<file path="src/rtl/act_stream_if.sv">
// Stream bundle for act_stream: input beats, activated output beats, runtime
// activation controls and the per-frame zero-lane statistic.
interface act_stream_if #(
    parameter int BIT_REP     = 8,
    parameter int LANES       = 4,
    parameter int FRAME_BEATS = 64
);
    localparam int DATA_W = LANES * BIT_REP;
    localparam int STAT_W = $clog2(FRAME_BEATS * LANES + 1);

    logic [1:0]         mode;
    logic [BIT_REP-1:0] clamp_max;
    logic               in_valid;
    logic               in_ready;
    logic [DATA_W-1:0]  in_data;
    logic               out_valid;
    logic               out_ready;
    logic [DATA_W-1:0]  out_data;
    logic               out_last;
    logic [STAT_W-1:0]  stat_zero;
    logic               stat_valid;

    // Upstream producer / downstream consumer side.
    modport master (
        output mode, clamp_max, in_valid, in_data, out_ready,
        input  in_ready, out_valid, out_data, out_last, stat_zero, stat_valid
    );

    // Activation unit side.
    modport slave (
        input  mode, clamp_max, in_valid, in_data, out_ready,
        output in_ready, out_valid, out_data, out_last, stat_zero, stat_valid
    );
endinterface

</file>
<file path="src/rtl/act_stream.sv">
// Two-stage streaming activation unit (pass/ReLU/leaky/clamp) with frame tracking.
// Optional zero-lane frame statistics are compiled in when ACT_STATS_EN is defined.
module act_stream #(
    parameter int BIT_REP     = 8,
    parameter int LANES       = 4,
    parameter int FRAME_BEATS = 64,
    parameter int LEAK_SHIFT  = 3
) (
    input logic         clk,
    input logic         rst,
    act_stream_if.slave bus
);
    localparam int DATA_W = LANES * BIT_REP;
    localparam int STAT_W = $clog2(FRAME_BEATS * LANES + 1);
    localparam int CNT_W  = $clog2(FRAME_BEATS);
    localparam logic [CNT_W-1:0]          LAST_BEAT = CNT_W'(FRAME_BEATS - 1);
    localparam logic signed [BIT_REP-1:0] ZERO      = '0;

    typedef enum logic [1:0] {
        MODE_PASS  = 2'd0,
        MODE_RELU  = 2'd1,
        MODE_LEAKY = 2'd2,
        MODE_CLAMP = 2'd3
    } act_mode_e;

    function automatic logic [BIT_REP-1:0] activate(
        input logic signed [BIT_REP-1:0] x,
        input act_mode_e                 md,
        input logic signed [BIT_REP-1:0] cmax
    );
        logic signed [BIT_REP-1:0] y;
        y = x;
        case (md)
            MODE_PASS:  y = x;
            MODE_RELU:  y = (x > ZERO) ? x : ZERO;
            MODE_LEAKY: y = x[BIT_REP-1] ? (x >>> LEAK_SHIFT) : x;
            MODE_CLAMP: begin
                if (cmax <= ZERO || x <= ZERO) y = ZERO;
                else if (x > cmax)             y = cmax;
                else                           y = x;
            end
        endcase
        return y;
    endfunction

    logic                      stall;
    logic                      in_hs;
    logic                      frame_start;

    logic [CNT_W-1:0]          cnt_q, cnt_d;
    act_mode_e                 mode_lat_q, mode_lat_d;
    logic [BIT_REP-1:0]        clamp_lat_q, clamp_lat_d;

    logic                      s1_valid_q, s1_valid_d;
    logic                      s1_last_q, s1_last_d;
    logic [DATA_W-1:0]         s1_data_q, s1_data_d;
    act_mode_e                 s1_mode_q, s1_mode_d;
    logic [BIT_REP-1:0]        s1_clamp_q, s1_clamp_d;

    logic                      out_valid_q, out_valid_d;
    logic                      out_last_q, out_last_d;
    logic [DATA_W-1:0]         out_data_q, out_data_d;

    assign stall        = out_valid_q & ~bus.out_ready;
    assign in_hs        = bus.in_valid & ~stall;
    assign frame_start  = (cnt_q == '0);
    assign bus.in_ready = ~stall;

    // NOTE: every _d gets a hold default before any branch; a missed path would infer a latch.
    always_comb begin
        cnt_d       = cnt_q;
        mode_lat_d  = mode_lat_q;
        clamp_lat_d = clamp_lat_q;
        s1_valid_d  = s1_valid_q;
        s1_last_d   = s1_last_q;
        s1_data_d   = s1_data_q;
        s1_mode_d   = s1_mode_q;
        s1_clamp_d  = s1_clamp_q;
        out_valid_d = out_valid_q;
        out_last_d  = out_last_q;
        out_data_d  = out_data_q;

        if (in_hs) begin
            cnt_d = (cnt_q == LAST_BEAT) ? '0 : cnt_q + 1'b1;
            if (frame_start) begin
                mode_lat_d  = act_mode_e'(bus.mode);
                clamp_lat_d = bus.clamp_max;
            end
        end

        if (!stall) begin
            s1_valid_d  = bus.in_valid;
            s1_last_d   = (cnt_q == LAST_BEAT);
            s1_data_d   = bus.in_data;
            // Beat 0 runs with the live controls; the rest of the frame uses the latched copy.
            s1_mode_d   = frame_start ? act_mode_e'(bus.mode) : mode_lat_q;
            s1_clamp_d  = frame_start ? bus.clamp_max : clamp_lat_q;
            out_valid_d = s1_valid_q;
            out_last_d  = s1_valid_q & s1_last_q;
            if (s1_valid_q) begin
                for (int i = 0; i < LANES; i++) begin
                    out_data_d[i*BIT_REP +: BIT_REP] =
                        activate(s1_data_q[i*BIT_REP +: BIT_REP], s1_mode_q, s1_clamp_q);
                end
            end
        end
    end

    // NOTE: state registers take <= only; the blocking = stays in the combinational block above.
    always_ff @(posedge clk) begin
        if (rst) begin
            cnt_q       <= '0;
            mode_lat_q  <= MODE_PASS;
            clamp_lat_q <= '0;
            s1_valid_q  <= 1'b0;
            s1_last_q   <= 1'b0;
            out_valid_q <= 1'b0;
            out_last_q  <= 1'b0;
            out_data_q  <= '0;
        end else begin
            cnt_q       <= cnt_d;
            mode_lat_q  <= mode_lat_d;
            clamp_lat_q <= clamp_lat_d;
            s1_valid_q  <= s1_valid_d;
            s1_last_q   <= s1_last_d;
            out_valid_q <= out_valid_d;
            out_last_q  <= out_last_d;
            out_data_q  <= out_data_d;
        end
    end

    // NOTE: S1 payload needs no reset; s1_valid_q masks it until a real beat lands.
    always_ff @(posedge clk) begin
        s1_data_q  <= s1_data_d;
        s1_mode_q  <= s1_mode_d;
        s1_clamp_q <= s1_clamp_d;
    end

    assign bus.out_valid = out_valid_q;
    assign bus.out_last  = out_last_q;
    assign bus.out_data  = out_data_q;

`ifdef ACT_STATS_EN
    logic [STAT_W-1:0] acc_q, acc_d;
    logic [STAT_W-1:0] stat_zero_q, stat_zero_d;
    logic              stat_valid_q, stat_valid_d;
    logic [STAT_W-1:0] beat_zeros;

    always_comb begin
        beat_zeros = '0;
        for (int i = 0; i < LANES; i++) begin
            if (out_data_q[i*BIT_REP +: BIT_REP] == '0) beat_zeros = beat_zeros + 1'b1;
        end
        acc_d        = acc_q;
        stat_zero_d  = stat_zero_q;
        stat_valid_d = 1'b0;
        if (out_valid_q && bus.out_ready) begin
            if (out_last_q) begin
                stat_zero_d  = acc_q + beat_zeros;
                stat_valid_d = 1'b1;
                acc_d        = '0;
            end else begin
                acc_d = acc_q + beat_zeros;
            end
        end
    end

    always_ff @(posedge clk) begin
        if (rst) begin
            acc_q        <= '0;
            stat_zero_q  <= '0;
            stat_valid_q <= 1'b0;
        end else begin
            acc_q        <= acc_d;
            stat_zero_q  <= stat_zero_d;
            stat_valid_q <= stat_valid_d;
        end
    end

    assign bus.stat_zero  = stat_zero_q;
    assign bus.stat_valid = stat_valid_q;
`else
    assign bus.stat_zero  = '0;
    assign bus.stat_valid = 1'b0;
`endif

endmodule
</file>
<file path="src/flat_wrapper.sv">
// flat-port wrapper written by rule: the top's interface ports become plain ports
module act_stream_flat 
#(
    parameter int BIT_REP     = 8,
    parameter int LANES       = 4,
    parameter int FRAME_BEATS = 64,
    parameter int LEAK_SHIFT  = 3
)
  (clk, rst, bus_mode, bus_clamp_max, bus_in_valid, bus_in_data, bus_out_ready, bus_in_ready, bus_out_valid, bus_out_data, bus_out_last, bus_stat_zero, bus_stat_valid);
  act_stream_if #(.BIT_REP(BIT_REP), .LANES(LANES), .FRAME_BEATS(FRAME_BEATS)) bus_i ();
  input logic clk;
  input logic rst;
  input wire logic [$bits(bus_i.mode)-1:0] bus_mode;
  input wire logic [$bits(bus_i.clamp_max)-1:0] bus_clamp_max;
  input wire logic [$bits(bus_i.in_valid)-1:0] bus_in_valid;
  input wire logic [$bits(bus_i.in_data)-1:0] bus_in_data;
  input wire logic [$bits(bus_i.out_ready)-1:0] bus_out_ready;
  output wire logic [$bits(bus_i.in_ready)-1:0] bus_in_ready;
  output wire logic [$bits(bus_i.out_valid)-1:0] bus_out_valid;
  output wire logic [$bits(bus_i.out_data)-1:0] bus_out_data;
  output wire logic [$bits(bus_i.out_last)-1:0] bus_out_last;
  output wire logic [$bits(bus_i.stat_zero)-1:0] bus_stat_zero;
  output wire logic [$bits(bus_i.stat_valid)-1:0] bus_stat_valid;
  assign bus_i.mode = bus_mode;
  assign bus_i.clamp_max = bus_clamp_max;
  assign bus_i.in_valid = bus_in_valid;
  assign bus_i.in_data = bus_in_data;
  assign bus_i.out_ready = bus_out_ready;
  assign bus_in_ready = bus_i.in_ready;
  assign bus_out_valid = bus_i.out_valid;
  assign bus_out_data = bus_i.out_data;
  assign bus_out_last = bus_i.out_last;
  assign bus_stat_zero = bus_i.stat_zero;
  assign bus_stat_valid = bus_i.stat_valid;
  act_stream #(.BIT_REP(BIT_REP), .LANES(LANES), .FRAME_BEATS(FRAME_BEATS), .LEAK_SHIFT(LEAK_SHIFT)) u_core (.clk(clk), .rst(rst), .bus(bus_i));
endmodule
</file>
<file path="config.mk">
export PLATFORM = sky130hd
export DESIGN_NAME = act_stream_flat
export DESIGN_NICKNAME = d
export VERILOG_FILES = /design/src/rtl/act_stream_if.sv /design/src/rtl/act_stream.sv /design/src/flat_wrapper.sv
export SDC_FILE = /design/constraint.sdc
export NUM_CORES = 1
export LEC_CHECK = 0
export CAP_MARGIN = 20
export CORE_MARGIN = 1
export CORE_UTILIZATION = 44
export DETAILED_ROUTE_END_ITERATION = 6
export MAX_ROUTING_LAYER = met4
export PLACE_DENSITY = 0.7
export SYNTH_ARGS = -nofsm -noshare
export SYNTH_HDL_FRONTEND = slang
export SYNTH_SLANG_ARGS = --single-unit
</file>
<file path="constraint.sdc">
create_clock -name clk -period 4.5 [get_ports clk]
set_clock_uncertainty 0.05 [all_clocks]
set_input_delay 0.675 -clock clk [delete_from_list [all_inputs] [get_ports clk]]
set_output_delay 0.675 -clock clk [all_outputs]
set_load 0.02 [all_outputs]
</file>
# After elaboration in Yosys (flattened, before gate mapping)
# Cells that the tools add are included.
[classes]
n_lt_le_gt_ge = 13
bitwise_logic = 5
n_mux = 23
add_sub_neg = 1
n_eq_ne = 4
n_reduce_logical = 7
[op_table]
columns = ["op", "n"]
rows = [
  ["$mux 8", 17],
  ["$pmux 8 s4", 4],
  ["$le 8x1->1 const B", 5],
  ["$gt 8x1->1 const B", 4],
  ["$gt 8x8->1", 4],
  ["$add 6x1->6 const B", 1],
  ["$eq 6x6->1 const B", 1],
  ["$logic_not 6->1", 1],
  ["$mux 6", 1],
  ["$eq 2x2->1 const B", 2],
  ["$logic_or 1x1->1", 4],
  ["$and 1x1->1", 3],
  ["$eq 2x1->1 const B", 1],
  ["$logic_not 2->1", 1],
  ["$mux 2", 1],
  ["$not 1->1", 2],
  ["$reduce_and 2->1", 1],
]
[word_totals]
ff_bits = 94
out_inout_bits = 45

# Longest topological paths before layout
[depth]
ltp_word = 4
mapped_depth = 8
ltp_nobuf = 7

# Least setup slack after synthesis
# OpenSTA, ideal clock, no wires.
[synth_timing]
kind = "input port to flip-flop"
start = "input bus_out_ready"
end = "register u_core.out_data_q[22] (netlist: u_core.bus.out_data[22])"
stages = 7
setup_ps = 63
setup_slack_ps = 2023
arrival_ps = 2364
cell_sequence = "and2b_1 inv_2 buf_2 a21oi_1 a211oi_1 o2111ai_1 nand3_1"
[synth_between]
elab_chain_cells = 4
[synth_rtl]
columns = ["element", "line", "text"]
rows = [
  ["start: declaration", "flat_wrapper.sv:17", "input wire logic [$bits(bus_i.out_ready)-1:0] bus_out_ready;"],
  ["$not 1->1", "act_stream.sv:64", "assign stall = out_valid_q & ~bus.out_ready;"],
  ["$and 1x1->1", "act_stream.sv:64", ""],
  ["$not 1->1", "-", ""],
  ["named net bus_in_ready", "flat_wrapper.sv:18", "output wire logic [$bits(bus_i.in_ready)-1:0] bus_in_ready;"],
  ["$reduce_and 2->1 (no source line)", "-", ""],
  ["end signal: assignment", "act_stream.sv:128", "out_data_q <= out_data_d;"],
  ["end: declaration", "act_stream.sv:62", "logic [DATA_W-1:0] out_data_q, out_data_d;"],
]
# The timed path passes the listed nets, and every way through them passes these cells.
# A chain may end at the register's enable or synchronous reset.

# Worst setup path in the final report
[layout_timing]
start = "input bus_out_ready"
end = "output bus_in_ready"
[layout_between]
elab_chain_cells = 3
[layout_rtl]
columns = ["element", "line", "text"]
rows = [
  ["$not 1->1", "act_stream.sv:64", ""],
  ["$and 1x1->1", "act_stream.sv:64", ""],
  ["$not 1->1", "act_stream.sv:67", "assign bus.in_ready = ~stall;"],
  ["end: declaration", "flat_wrapper.sv:18", ""],
]
# Every way passes these cells.

==> impl_metrics.toml <==
[synth]
synth.avg_cell_area_um2 = 8.81
yosys.area.top_type = "edfxtp_1"
synth_warnings = 0
ys.flop_type = "dfxtp_1"
synth-seq-cells = 94
synth_top_area_share = 0.204
synth-async-reset-ratio = 0
ys_types = 52
synth_edf_count = 42
synthTopCellsByArea = "edfxtp_1 (20%), dfxtp_1 (17%), ha_1 (6.9%)"
synth_common_cells = "a21oi_1 (65), nor2_1 (64), dfxtp_1 (52), nand2_1 (52), edfxtp_1 (42)"
synthCells = 701
synth.most_common_cell = "a21oi_1"
synth_area_um2 = 6180
ys_seq_area_frac = 0.373

[routing]
drt_iter0_markers = 954
totalWireLength_mm = 18.2
final_antenna_net_count = 0
vias = 5917
via_per_inst = 6.33
drcViolationCount = 0
wl_per_cell_um = 19.5
drtPass1Iterations = 5

[clocking]
clock_latency_ps = 360
clockBufferDepth = 2
cts_buffers = 9
post_cts_resize_count = 0
numClockSinks = 94
cts_tree = "yes"
cts_setup_buffers = 0
holdBufCountCts = 0
cts.htree.levels = 3
cts_root_buf = "clkbuf_16"
clkSlewWorstSetupHoldPaths_ps = 70

[worst_setup_path]
worstPathRequired_ps = 3770
path_max_fanout = 35
crit_arrival_ps = 2550
criticalPathCategory = "input pin to primary output"
startpoint_type = "input pin"
cp-end-kind = "primary output"

[placed_design]
place_area_um2 = 6980
dpl_worst_slack_ps = 1160
dp_hpwl_mm = 12.0
port-buffer-count = 80
gp_congestion = 0.853

[cells_and_area]
drive_gt1_frac = 0.0685
area_growth_pct = 18.0
num-nets-final = 834
fillers = 1233
diodes = 0
stdcell_area_um2 = 7290

[sta]
timing.final.crit_share = 0.729
setup_violations = 0
slew_headroom = 0.404
slew_violations = 0
hold_viol = 0
worst_slack_ps = 1220
min_period_ps = 3280
tightestPinTransition_ps = 894
rsz0062_at_grt = "no"
final.setup.tns_ps = 0
max_freq_mhz = 305

[pwr]
p_leak_nw = 2.83
ir_worst_vdd_uv = 245
power_density_nw_per_um2 = 357

[grt]
grt_pass1_wl_mm = 29.5
antenna_found_initial = 0
grt_usage = 0.266
gr-total-overflow = 0
grt_pass1_vias = 5803
grt_max_degree = 62

[floorplan]
die_x_um = 120
fp-row-count = 42
core_um2 = 13500
dieArea_um2 = 14500
initial_core_util = 0.459
io_pins = 91
die_h_um = 120

[min_path]
worstHoldPathType = "flop to flop"

[job]
cap_violations = 0

[run_status]
outcome = "finished clean"
cells by family after synthesis:
family | Yosys count | share of synthesized area
AND/OR/NAND/NOR | 261 | 0.221
other | 1 | 0.000607
XOR/XNOR | 5 | 0.00709
flip-flops | 94 | 0.373
buffers and inverters | 82 | 0.0654
AO/OA/AOI/OAI | 204 | 0.229
adder cells (fa/ha/maj) | 34 | 0.0689
multiplexers | 20 | 0.0344
cell usage in the layout, fill, tap and decap left out, types with 29 or more instances in the layout:
master and instances:
a21oi_1 65, ha_1 34, clkdlybuf4s50_1 79, nand4_1 39
edfxtp_1 42, dfxtp_1 52, nand2_1 52, nor2_1 64
nand3_1 29
worst max-delay path, stage by stage:
cell and delay [ps]:
clkdlybuf4s50_1 450, and2b_1 220, inv_2 110, buf_4 400
clkdlybuf4s50_1 690
through the flow:
stage                     std cells   util  hold WS (ps)  total power [mW]
after floorplan                 710      -           382              1.58
after global placement          918  0.519           393              1.79
after detailed placement        918  0.519           396              1.82
after CTS                       934  0.540           416              2.59
after global routing            935  0.542           438              2.72
final                           935  0.542           424              2.60
cell type report:
class | instances | area, µm² | area share
multi-input cells | 534 | 3500 | 0.481
flip-flops and latches | 94 | 2300 | 0.316
well taps | 176 | 220 | 0.0302
inverters | 26 | 97.6 | 0.0134
clock buffers | 9 | 225 | 0.0309
clock inverters | 7 | 62.6 | 0.00859
repair buffers | 89 | 876 | 0.120
state kept, by name, summed over array words and instances (netlist names):
signal                count
u_core.bus.out_data      32
u_core.bus.out_last       1
u_core.bus.out_valid      1
u_core.clamp_lat_q        8
u_core.cnt_q              6
u_core.mode_lat_q         2
u_core.s1_clamp_q         8
u_core.s1_data_q         32
u_core.s1_last_q          1
u_core.s1_mode_q          2
u_core.s1_valid_q         1
where the power goes:
group          switching, mW  total [mW]  leakage (nW)  internal (mW)
Combinational          0.437       0.741          1.82          0.303
Sequential             0.116        1.08         0.869          0.968
Clock                  0.386       0.776         0.145          0.389
Total                  0.940        2.60          2.83           1.66
routing by layer:
layer | routed length (µm) | GRT usage | vias up
li1 | - | - | 2746
met2 | 8310 | 0.407 | 310
met5 | 0 | - | -
met4 | 467 | 0.110 | 0
met3 | 1560 | 0.0665 | 46
met1 | 7890 | 0.335 | 2815
final timing paths:
check / start / to / slack [ps] / depth (start not counted)
setup / recovery: bus_out_ready / bus_in_ready / 1220 / 5
hold / removal: u_core.s1_last_q / u_core.s1_last_q / 420 / 2
setup reg to reg: u_core.s1_clamp_q[5] / u_core.bus.out_data[10] / 1680 / 7
hold reg to reg: u_core.s1_last_q / u_core.s1_last_q / 420 / 2
No activity file was read; power rests on OpenSTA's default activity.
